`config.mk`:
```
export PLATFORM = sky130hd
export DESIGN_NAME = led_blink_ctrl
export DESIGN_NICKNAME = d
export VERILOG_FILES = /design/src/rtl/led_blink_ctrl.sv
export SDC_FILE = /design/constraint.sdc
export NUM_CORES = 1
export LEC_CHECK = 0
export BUFFER_PORTS_ARGS = -buffer_cell sky130_fd_sc_hd__clkbuf_2
export CAP_MARGIN = 20
export CORE_AREA = 2 2 87 89
export CTS_BUF_LIST = sky130_fd_sc_hd__clkbuf_8
export CTS_CLUSTER_DIAMETER = 60
export DETAILED_ROUTE_END_ITERATION = 10
export DIE_AREA = 0 0 89 91
export GPL_ROUTABILITY_DRIVEN = 0
export GPL_TIMING_DRIVEN = 0
export HOLD_SLACK_MARGIN = 0.03
export PLACE_DENSITY_LB_ADDON = 0.08
export SYNTH_ARGS = -nofsm -noshare
export SYNTH_HDL_FRONTEND = slang
export SYNTH_SLANG_ARGS = --single-unit
```
`constraint.sdc`:
```
create_clock -name clk -period 2.3 [get_ports clk]
set_input_delay 0.46 -clock clk [delete_from_list [all_inputs] [get_ports clk]]
set_output_delay 0.46 -clock clk [all_outputs]
set_load 0.01 [all_outputs]
```
`src/rtl/led_blink_ctrl.sv`:
```
// led_blink_ctrl: per-channel pushbutton controlled LED blinker.
// Each channel debounces its button and steps a four-state mode machine on
// every accepted press; the mode selects how the channel's LED is driven.
//
// Mode FSM states (per channel):
//   state | meaning
//   SLOW  | LED follows the shared slow blink phase
//   FAST  | LED follows the shared fast blink phase
//   ON    | LED steadily lit
//   OFF   | LED steadily dark
// A press (debounced 0->1) advances SLOW -> FAST -> ON -> OFF -> SLOW.
module led_blink_ctrl #(
    parameter int CHANNELS  = 2,
    parameter int SLOW_HALF = 5000000,
    parameter int FAST_HALF = 500000,
    parameter int DEBOUNCE  = 100000,
    parameter int ALT_PHASE = 1
) (
    input  logic                clk,
    input  logic                nRst,
    input  logic [CHANNELS-1:0] nPB,
    output logic [CHANNELS-1:0] nLED,
    output logic                dbg
);

    localparam int SLOW_W = (SLOW_HALF > 1) ? $clog2(SLOW_HALF) : 1;
    localparam int FAST_W = (FAST_HALF > 1) ? $clog2(FAST_HALF) : 1;
    localparam int DB_W   = $clog2(DEBOUNCE);

    localparam logic [SLOW_W-1:0] SLOW_LAST = SLOW_W'(SLOW_HALF - 1);
    localparam logic [FAST_W-1:0] FAST_LAST = FAST_W'(FAST_HALF - 1);
    localparam logic [DB_W-1:0]   DB_LAST   = DB_W'(DEBOUNCE - 1);

    typedef enum logic [1:0] {
        MODE_SLOW = 2'd0,
        MODE_FAST = 2'd1,
        MODE_ON   = 2'd2,
        MODE_OFF  = 2'd3
    } mode_e;

    logic [SLOW_W-1:0]   slow_cnt_q, slow_cnt_d;
    logic                slow_ph_q, slow_ph_d;
    logic [FAST_W-1:0]   fast_cnt_q, fast_cnt_d;
    logic                fast_ph_q, fast_ph_d;
    logic [CHANNELS-1:0] sync1_q, sync2_q;
    logic [CHANNELS-1:0] db_vec;
    logic [CHANNELS-1:0] nled_vec;
    logic                dbg_q, dbg_d;

    // Slow divider: count 0..SLOW_HALF-1, toggle phase on the wrap edge.
    always_comb begin
        slow_cnt_d = slow_cnt_q + SLOW_W'(1);
        slow_ph_d  = slow_ph_q;
        if (slow_cnt_q == SLOW_LAST) begin
            slow_cnt_d = '0;
            slow_ph_d  = ~slow_ph_q;
        end
    end

    // Slow divider registers.
    always_ff @(posedge clk or negedge nRst) begin
        if (!nRst) begin
            slow_cnt_q <= '0;
            slow_ph_q  <= 1'b0;
        end else begin
            slow_cnt_q <= slow_cnt_d;
            slow_ph_q  <= slow_ph_d;
        end
    end

    // Fast divider: same structure as the slow one with its own period.
    always_comb begin
        fast_cnt_d = fast_cnt_q + FAST_W'(1);
        fast_ph_d  = fast_ph_q;
        if (fast_cnt_q == FAST_LAST) begin
            fast_cnt_d = '0;
            fast_ph_d  = ~fast_ph_q;
        end
    end

    // Fast divider registers.
    always_ff @(posedge clk or negedge nRst) begin
        if (!nRst) begin
            fast_cnt_q <= '0;
            fast_ph_q  <= 1'b0;
        end else begin
            fast_cnt_q <= fast_cnt_d;
            fast_ph_q  <= fast_ph_d;
        end
    end

    // Two-flop synchronizer; buttons are inverted so 1 means pressed.
    always_ff @(posedge clk or negedge nRst) begin
        if (!nRst) begin
            sync1_q <= '0;
            sync2_q <= '0;
        end else begin
            sync1_q <= ~nPB;
            sync2_q <= sync1_q;
        end
    end

    for (genvar g = 0; g < CHANNELS; g++) begin : g_ch
        // Odd channels run in antiphase when ALT_PHASE is set.
        localparam bit ODD_CH = (ALT_PHASE != 0) && ((g % 2) == 1);

        logic [DB_W-1:0] cnt_q, cnt_d;
        logic            db_q, db_d;
        logic            db_prev_q;
        logic            press;
        mode_e           mode_q, mode_d;
        logic            lit;
        logic            nled_q, nled_d;

        // Debouncer: the sync value must disagree with db for DEBOUNCE
        // consecutive cycles before db follows; any agreement restarts.
        always_comb begin
            db_d  = db_q;
            cnt_d = '0;
            if (sync2_q[g] != db_q) begin
                if (cnt_q == DB_LAST) begin
                    db_d  = ~db_q;
                    cnt_d = '0;
                end else begin
                    cnt_d = cnt_q + DB_W'(1);
                end
            end
        end

        // Debouncer state and the delayed copy used for edge detection.
        always_ff @(posedge clk or negedge nRst) begin
            if (!nRst) begin
                cnt_q     <= '0;
                db_q      <= 1'b0;
                db_prev_q <= 1'b0;
            end else begin
                cnt_q     <= cnt_d;
                db_q      <= db_d;
                db_prev_q <= db_q;
            end
        end

        // A press is the cycle in which db has just risen; releases are ignored.
        assign press = db_q & ~db_prev_q;

        // Mode FSM next state and LED lit decode.
        always_comb begin
            mode_d = mode_q;
            lit    = 1'b0;
            unique case (mode_q)
                MODE_SLOW: begin
                    lit = slow_ph_q ^ ODD_CH;
                    if (press) mode_d = MODE_FAST;
                end
                MODE_FAST: begin
                    lit = fast_ph_q ^ ODD_CH;
                    if (press) mode_d = MODE_ON;
                end
                MODE_ON: begin
                    lit = 1'b1;
                    if (press) mode_d = MODE_OFF;
                end
                MODE_OFF: begin
                    lit = 1'b0;
                    if (press) mode_d = MODE_SLOW;
                end
                default: begin
                    lit    = 1'b0;
                    mode_d = MODE_SLOW;
                end
            endcase
            nled_d = ~lit;
        end

        // Mode register and registered active-low LED drive.
        always_ff @(posedge clk or negedge nRst) begin
            if (!nRst) begin
                mode_q <= MODE_SLOW;
                nled_q <= 1'b1;
            end else begin
                mode_q <= mode_d;
                nled_q <= nled_d;
            end
        end

        assign db_vec[g]   = db_q;
        assign nled_vec[g] = nled_q;
    end

    assign dbg_d = |db_vec;

    // Debug flag: any channel currently holding a debounced press.
    always_ff @(posedge clk or negedge nRst) begin
        if (!nRst) begin
            dbg_q <= 1'b0;
        end else begin
            dbg_q <= dbg_d;
        end
    end

    assign nLED = nled_vec;
    assign dbg  = dbg_q;

endmodule
```
# Word level (Yosys, flattened, before mapping)
# Index checks and enable logic that the tools add are counted.
# op_classes
addsub,4
n_mul,0
n_div,0
magnitude_cmp,0
n_eq_ne,20
shift,0
n_mux,18
bitwise,11
reduce_logical,7
# op_table
operator,n
17-bit 2-to-1 mux,4
17-bit by 1-bit adder with 17-bit output (second input constant),2
17-bit == test (second input constant),2
23-bit by 1-bit adder with 23-bit output (second input constant),1
23-bit == test (second input constant),1
23-bit 2-to-1 mux,1
19-bit by 1-bit adder with 19-bit output (second input constant),1
19-bit == test (second input constant),1
19-bit 2-to-1 mux,1
2-bit 2-to-1 mux,8
2-bit != test (second input constant),8
2-bit one-hot mux with 4 select lines,2
2-bit == test (second input constant),4
1-bit inverter,8
1-bit one-hot mux with 4 select lines,2
4-bit AND reduction,2
2-bit by 1-bit == test with 1-bit output (second input constant),2
2-bit logical NOT,2
2-bit AND reduction,2
1-bit AND,2
1-bit != test,2
2-bit inverter,1
2-bit OR reduction,1
# word_totals
reg_bits,93
latchBits,0
ramBits,0
mem_bits_ro,0
input_bits,4
out_inout_bits,3
elab_cells,77
n_memories,0

# Depth between registers and ports, before layout
# Gate-level depths: netlist (run 1).
# depth
depth_word,4
ltp_mapped,7
depth_no_buf,6

# Least setup slack after synthesis (run 1)
# Ideal clock, no wire load.
# synth_timing
kind,reg2reg
from,reg fast_cnt_q[0]
to,reg fast_cnt_q[18]
setup_ps,77
arrival_time_ps,1601
t_required_ps,2223
path_slack_ps,621
stages_incl_launch_ff,6
n_path_buf,0
period_less_slack_ps,1679
cell_sequence,dfrtp_1 > ha_1 > and4_1 > nand3_2 > or4_1 > a21oi_1
# synth_via
elab_chain_len,2
elab_cells_between_ends,3
classes_between,1 x add/sub; 1 x eq/ne; 1 x mux
# synth_lines
item,line,source
from (decl),43,"logic [FAST_W-1:0] fast_cnt_q, fast_cnt_d;"
from (signal assigned),87,fast_cnt_q <= fast_cnt_d;
19-bit by 1-bit adder with 19-bit output / 19-bit == test (equally long branches),"73, 75",
19-bit 2-to-1 mux *,75,if (fast_cnt_q == FAST_LAST) begin
via fast_cnt_d[18],43,
# Mark *: on every way through the listed nets, which the timed path passes. The rest lies on a longest branch.
# A chain may end at the register's enable or synchronous reset.

# Final worst setup path (run 1)
# layout_timing
from,reg g_ch[0].cnt_q[0]
to,reg g_ch[0].cnt_q[8]
# layout_via
elab_chain_len,3
elab_cells_between_ends,4
classes_between,1 x add/sub; 1 x eq/ne; 2 x mux
# layout_lines
item,line,source
from (decl),107,"logic [DB_W-1:0] cnt_q, cnt_d;"
from (signal assigned),137,cnt_q <= cnt_d;
17-bit by 1-bit adder with 17-bit output / 17-bit == test (equally long branches),"125, 121",
17-bit 2-to-1 mux *,121,if (cnt_q == DB_LAST) begin
17-bit 2-to-1 mux *,120,if (sync2_q[g] != db_q) begin
via g_ch[0].cnt_d[8],107,
# Marks and branches as above.

==> impl_metrics.env, run 1 <==
export IMPL_critPathKind="register to register"
export IMPL_power_internal_uw=2340
export IMPL_io_pins=7
export IMPL_gr_total_overflow=0
export IMPL_finalCritPeriodShare_pct=87.5
export IMPL_power_frac_seq_pct=56.3
export IMPL_numClockSinks=93
export IMPL_antenna_found_initial=0
export IMPL_clkLatencyLatePin_ns=0.36
export IMPL_cts_max_level=3
export IMPL_swShare_pct=20.6
export IMPL_synthesis_area_sq_um=4520
export IMPL_fin_nets=464
export IMPL_synth_avg_cell_area_sq_um=10.5
export IMPL_p_clk_share_pct=41.4
export IMPL_synthesis_nets=446
export IMPL_worstSetupStartpoint="g_ch[0].cnt_q[0]$_DFF_PN0_"
export IMPL_status="finished clean"
export IMPL_clk_pin_slew_ns=0.08
export IMPL_avgRoutedWirePerCell_um=13.7
export IMPL_diodes=0
export IMPL_path_max_fanout=10
export IMPL_cts_hold_buf=0
export IMPL_dieArea_sq_um=8100
export IMPL_area_growth_pct=9.23
export IMPL_drive_gt1_share_pct=10.8
export IMPL_max_clock_path_buffers=2
export IMPL_grt_use_total_pct=21.0
export IMPL_yosys_warnings=0
export IMPL_postCtsSetupBuffers=0
export IMPL_cp_end_kind="register"
export IMPL_clockRootBuffer="clkbuf_8"
export IMPL_setup_tns_ns=0
export IMPL_crit_chain="ha_1, and4_1, clkbuf_1, nand2_1, o21ai_2, buf_2, nor2_1"
export IMPL_p_sw_uw=608
export IMPL_portBuffers=6
export IMPL_required_ns=2.54
export IMPL_num_rows=31
export IMPL_coreArea_sq_um=7140
export IMPL_min_period_ns=2.01
export IMPL_synthDistinctLibCells=53
export IMPL_drc=0
export IMPL_tightest_slew_ns=0.631
export IMPL_via_per_inst=5.66
export IMPL_finalHoldViolCount=0
export IMPL_cp_top_family="buffers and inverters"
export IMPL_layoutNonFillerInstCount=551
export IMPL_die_height_um=91
export IMPL_grt_pass1_wl_mm=13.5
export IMPL_cts_resized=0
export IMPL_final_max_slew_viol_count=0
export IMPL_grt_max_degree=50
export IMPL_p_per_area_nw_per_um2=597
export IMPL_ir_worst_vdd_uv=374
export IMPL_max_freq_mhz=497
export IMPL_crit_path_top_delay_cell="dfrtp_1"
export IMPL_reg2reg_from="g_ch[0].cnt_q[0]$_DFF_PN0_"
export IMPL_start_util_pct=63.3
export IMPL_die_width_um=89
export IMPL_power_combinational_fraction_pct=2.4
export IMPL_dp_cells=535
export IMPL_slew_headroom_pct=57.9
export IMPL_worstPathArrival_ns=2.25
export IMPL_startpoint_type="register"
export IMPL_yosysSeqAreaShare_pct=51.6
export IMPL_num_vias=3121
export IMPL_grt_pass1_vias=3079
export IMPL_syn_inst=429
export IMPL_dp_hpwl_mm=5.17
export IMPL_drt_iter0_markers=138
export IMPL_first_pass_iters=4
export IMPL_cp_num_buf_inv=2
export IMPL_min_path_type="primary input to async pin"
export IMPL_postRouteAntennaNets=0
export IMPL_cts_tree="built"
export IMPL_routed_wl_mm=7.55
export IMPL_rsz0062_at_grt="false"
export IMPL_cp_slowest_stage_delay_ns=0.39
export IMPL_setup_viol=0
export IMPL_p_leak_uw=0.00213
export IMPL_cts_made_buffers=9
export IMPL_fillers=569
export IMPL_drv_cap=0
export IMPL_ys_ff_latch=93
export IMPL_skew_ns=0.0104
-- kinds of logic after synthesis --
family,after synthesis,synth area share (%)
compound gates,39,5.43
buf+inv,27,2.80
simple gates,196,24.6
xor+xnor,57,11.1
fa+ha+maj,13,3.60
flops,93,51.6
mux,4,0.970
-- area by class of cell --
| type | count | area (sq um) | share of cell area, % |
|---|---|---|---|
| Inverter | 17 | 63.8 | 1.29 |
| Sequential cell | 93 | 2330 | 47.2 |
| Clock buffer | 11 | 151 | 3.07 |
| Tap cell | 99 | 124 | 2.51 |
| Timing Repair Buffer | 7 | 60.1 | 1.22 |
| Buffer | 10 | 62.6 | 1.27 |
| Multi-Input combinational cell | 309 | 2060 | 41.8 |
| Clock inverter | 5 | 81.3 | 1.65 |
-- worst reg2reg max path, cell delays in order (launching register included) --
cell,delay [ns]
dfrtp_1,0.39
ha_1,0.22
and4_1,0.20
clkbuf_1,0.28
nand2_1,0.14
o21ai_2,0.32
buf_2,0.28
nor2_1,0.08
-- synthesized netlist by cell type (all sizes together) --
master / n / area share (%)
dfrtp: 91 / 50
nor2: 48 / 4.0
xnor2: 31 / 6.0
nand3: 26 / 3.1
xor2: 26 / 5.0
nand2: 25 / 2.1
nand4: 20 / 3.2
inv: 17 / 1.4
a21oi: 16 / 1.9
nor3: 14 / 1.8
ha: 13 / 3.6
nor4: 11 / 1.5
and4: 10 / 2.0
o21ai: 10 / 1.2
or3: 9 / 1.2
buf: 7 / 1.1
o31ai: 7 / 1.2
and2: 5 / 0.69
nor4b: 5 / 0.97
and3: 4 / 0.58
nor4bb: 4 / 0.89
or4: 4 / 0.75
clkbuf: 3 / 0.30
mux2: 3 / 0.75
nor2b: 3 / 0.42
dfstp: 2 / 1.2
or2: 2 / 0.28
a221o: 1 / 0.22
a31o: 1 / 0.19
and2b: 1 / 0.17
mux2i: 1 / 0.22
nand2b: 1 / 0.14
nand3b: 1 / 0.17
nor3b: 1 / 0.17
o211a: 1 / 0.22
o21bai: 1 / 0.17
o32a: 1 / 0.22
o41ai: 1 / 0.19
or2b: 1 / 0.17
or4b: 1 / 0.22
-- state kept, by name, summed over array words and instances, names as in the netlist --
name,count
sync2_q,2
slow_ph_q,1
g_ch.db_prev_q,2
g_ch.db_q,2
g_ch.cnt_q,34
fast_cnt_q,19
g_ch.mode_q,4
dbg,1
g_ch.nled_q,2
sync1_q,2
fast_ph_q,1
slow_cnt_q,23
-- power groups by stage --
stage / Clock, uW / Combinational, uW / Sequential [uW]
3_3_place_gp: 0 / 63.5 / 1690
5_1_grt: 1340 / 81.1 / 1660
6_report: 1220 / 69.9 / 1660
4_1_cts: 1260 / 72.5 / 1660
3_5_place_dp: 0 / 72.0 / 1690
2_1_floorplan: 0 / 24.2 / 1690
-- routing by layer --
metal | vias up | global-route usage, % | routed length (um)
met4 | 0 | 4.85 | 68
met2 | 32 | 33.5 | 3670
met1 | 1533 | 28.7 | 3610
met3 | 7 | 6.00 | 204
li1 | 1549 | - | -
met5 | - | 0 | 0
-- cell usage in the layout, fill, tap and decap left out, drive strengths merged, types with 14 or more instances in the layout --
cell type	synthesis	final
dfrtp	91	91
nor2	48	48
xnor2	31	31
xor2	26	26
nand3	26	26
nand2	25	25
nand4	20	20
clkbuf	3	20
inv	17	18
a21oi	16	16
nor3	14	14
-- final timing paths --
check,endpoint,slack (ns),cells after the start
worst max-delay path,g_ch[0].cnt_q[8]$_DFF_PN0_,0.29,7
worst min-delay path,g_ch[0].cnt_q[16]$_DFF_PN0_,0.15,1
worst max register to register,g_ch[0].cnt_q[8]$_DFF_PN0_,0.29,7
worst min register to register,sync2_q[1]$_DFF_PN0_,0.35,0
max in group asynchronous,slow_ph_q$_DFFE_PN0N_,1.51,2
min in group clk,sync1_q[0]$_DFF_PN0_,0.24,2
-- stage by stage --
stage          util (%)  setup slack, ns  cell area [sq um]  power [uW]  hold slack [ns]
2_1_floorplan         -            0.621               4520        1710            0.164
3_3_place_gp       65.4           -0.281               4670        1750            0.344
3_5_place_dp       65.8            0.307               4700        1760            0.339
4_1_cts            69.1            0.297               4930        2990            0.146
5_1_grt            69.1            0.127               4930        3080            0.179
6_report           69.1            0.288               4930        2950            0.147
Power figures use the tool's default switching activity.
==> inputs of run 2 (changes only) <==
--- a/config.mk
+++ b/config.mk
@@ -7,11 +7,11 @@
 export LEC_CHECK = 0
 export BUFFER_PORTS_ARGS = -buffer_cell sky130_fd_sc_hd__clkbuf_2
 export CAP_MARGIN = 20
-export CORE_AREA = 2 2 87 89
+export CORE_AREA = 3 3 100 102
 export CTS_BUF_LIST = sky130_fd_sc_hd__clkbuf_8
 export CTS_CLUSTER_DIAMETER = 60
 export DETAILED_ROUTE_END_ITERATION = 10
-export DIE_AREA = 0 0 89 91
+export DIE_AREA = 0 0 103 105
 export GPL_ROUTABILITY_DRIVEN = 0
 export GPL_TIMING_DRIVEN = 0
 export HOLD_SLACK_MARGIN = 0.03
==> impl_metrics.env, run 2 (same netlist as run 1, synthesis figures left out) <==
export IMPL_status="finished clean"
export IMPL_die_height_um=105
export IMPL_max_clock_path_buffers=2
export IMPL_tightest_slew_ns=0.682
export IMPL_min_path_type="primary input to async pin"
export IMPL_gr_total_overflow=0
export IMPL_drive_gt1_share_pct=10.6
export IMPL_clockRootBuffer="clkbuf_8"
export IMPL_num_vias=3050
export IMPL_finalHoldViolCount=0
export IMPL_cp_end_kind="register"
export IMPL_drt_iter0_markers=105
export IMPL_largest_reg_flops=34
export IMPL_drc=0
export IMPL_die_width_um=103
export IMPL_total_power_uw=2830
export IMPL_path_max_fanout=10
export IMPL_coreArea_sq_um=9200
export IMPL_first_pass_iters=4
export IMPL_final_common_cell="dfrtp_1"
export IMPL_worstPathArrival_ns=2.28
export IMPL_final_core_util_pct=53.5
export IMPL_area_growth_pct=8.87
export IMPL_p_leak_uw=0.00212
export IMPL_setup_viol=0
export IMPL_clkLatencyLatePin_ns=0.37
export IMPL_drv_cap=0
export IMPL_num_rows=35
export IMPL_fin_ws_ns=0.279
export IMPL_cts_made_buffers=9
export IMPL_most_common_layout_cells="91 x dfrtp_1, 48 x nor2_1, 31 x xnor2_1, 26 x xor2_1, 25 x nand2_1"
export IMPL_cts_resized=0
export IMPL_regMostFlops="g_ch.cnt_q"
export IMPL_ir_worst_vdd_uv=280
export IMPL_grt_use_total_pct=16.6
export IMPL_cts_max_level=3
export IMPL_avgRoutedWirePerCell_um=13.8
export IMPL_portBuffers=6
export IMPL_grt_max_degree=49
export IMPL_dp_hpwl_mm=5.26
export IMPL_finalCritPeriodShare_pct=87.9
export IMPL_cts_tree="built"
export IMPL_required_ns=2.56
export IMPL_io_pins=7
export IMPL_max_freq_mhz=495
export IMPL_grt_pass1_wl_mm=14.3
export IMPL_startpoint_type="register"
export IMPL_rsz0062_at_grt="false"
export IMPL_final_max_slew_viol_count=0
export IMPL_routed_wl_mm=7.76
export IMPL_via_per_inst=5.42
export IMPL_grt_pass1_vias=3074
export IMPL_dieArea_sq_um=10800
export IMPL_p_per_area_nw_per_um2=576
export IMPL_critPathKind="register to register"
export IMPL_cts_hold_buf=0
export IMPL_setup_tns_ns=0
export IMPL_antenna_found_initial=0
export IMPL_largestRegisters="g_ch.cnt_q: 34 flops, slow_cnt_q: 23 flops, fast_cnt_q: 19 flops"
export IMPL_postRouteAntennaNets=0
export IMPL_skew_ns=0.00883
export IMPL_numClockSinks=93
export IMPL_clk_pin_slew_ns=0.09
export IMPL_postCtsSetupBuffers=0
export IMPL_min_period_ns=2.02
export IMPL_dpl_worst_slack_ns=0.267
export IMPL_fin_nets=464
export IMPL_start_util_pct=49.1
export IMPL_slew_headroom_pct=54.5
export IMPL_diodes=0
run 2: changes by cell type in the layout (fill, tap and decap cells not counted):
cell	previous run	this run
bufinv_16	2	1
inv_6	1	0
clkbuf_8	11	10
clkinv_4	0	2
inv_1	17	18
run 2: layout make-up:
type,instances,area (sq um)
fillers,831,4280
flip-flops and latches,93,2330
multi-input cells,309,2060
well taps,111,139
clock buffers,10,138
clock inverters,6,63.8
inverters,17,63.8
plain buffers,10,62.6
repair buffers,7,60.1
run 2: worst max-delay path, cell delays in order (launching register included):
cell and delay, ns:
dfrtp_1 0.40, ha_1 0.22, and4_1 0.20, clkbuf_1 0.27
nand2_1 0.14, o21ai_2 0.32, buf_2 0.28, nor2_1 0.07
run 2: power breakdown:
part | total [uW] | leakage (uW) | switching, uW | internal (uW)
sequential | 1660 | 0.00125 | 10.3 | 1650
combinational | 68.1 | 0.000765 | 50.1 | 18.0
clock | 1110 | 0.000104 | 577 | 530
run 2: path summary, 6_finish.rpt:
kind	from	to	slack, ns	cells after the start
setup / recovery	g_ch[0].cnt_q[0]$_DFF_PN0_	g_ch[0].cnt_q[12]$_DFF_PN0_	0.28	7
hold / removal	nRst	g_ch[1].mode_q[0]$_DFFE_PN0P_	0.14	1
setup reg to reg	g_ch[0].cnt_q[0]$_DFF_PN0_	g_ch[0].cnt_q[12]$_DFF_PN0_	0.28	7
hold reg to reg	sync1_q[0]$_DFF_PN0_	sync2_q[0]$_DFF_PN0_	0.36	0
max in group asynchronous	nRst	g_ch[0].nled_q$_DFF_PN1_	1.46	2
min in group clk	nPB[0]	sync1_q[0]$_DFF_PN0_	0.22	2
run 2: metrics by stage:
step	area [sq um]	instances	hold WS, ns
3_5_place_dp	4710	547	0.345
6_report	4920	563	0.138
2_1_floorplan	4520	429	0.164
4_1_cts	4920	563	0.154
5_1_grt	4920	563	0.168
3_3_place_gp	4680	546	0.339
run 2: metal layers:
layer	up-vias	GRT usage [%]	wire length (um)	share of wire, %
met5	-	0	0	0
met3	8	5.67	213	2.7
li1	1549	-	-	-
met2	24	25.8	3640	47
met1	1469	21.9	3810	49
met4	0	4.53	92	1.2
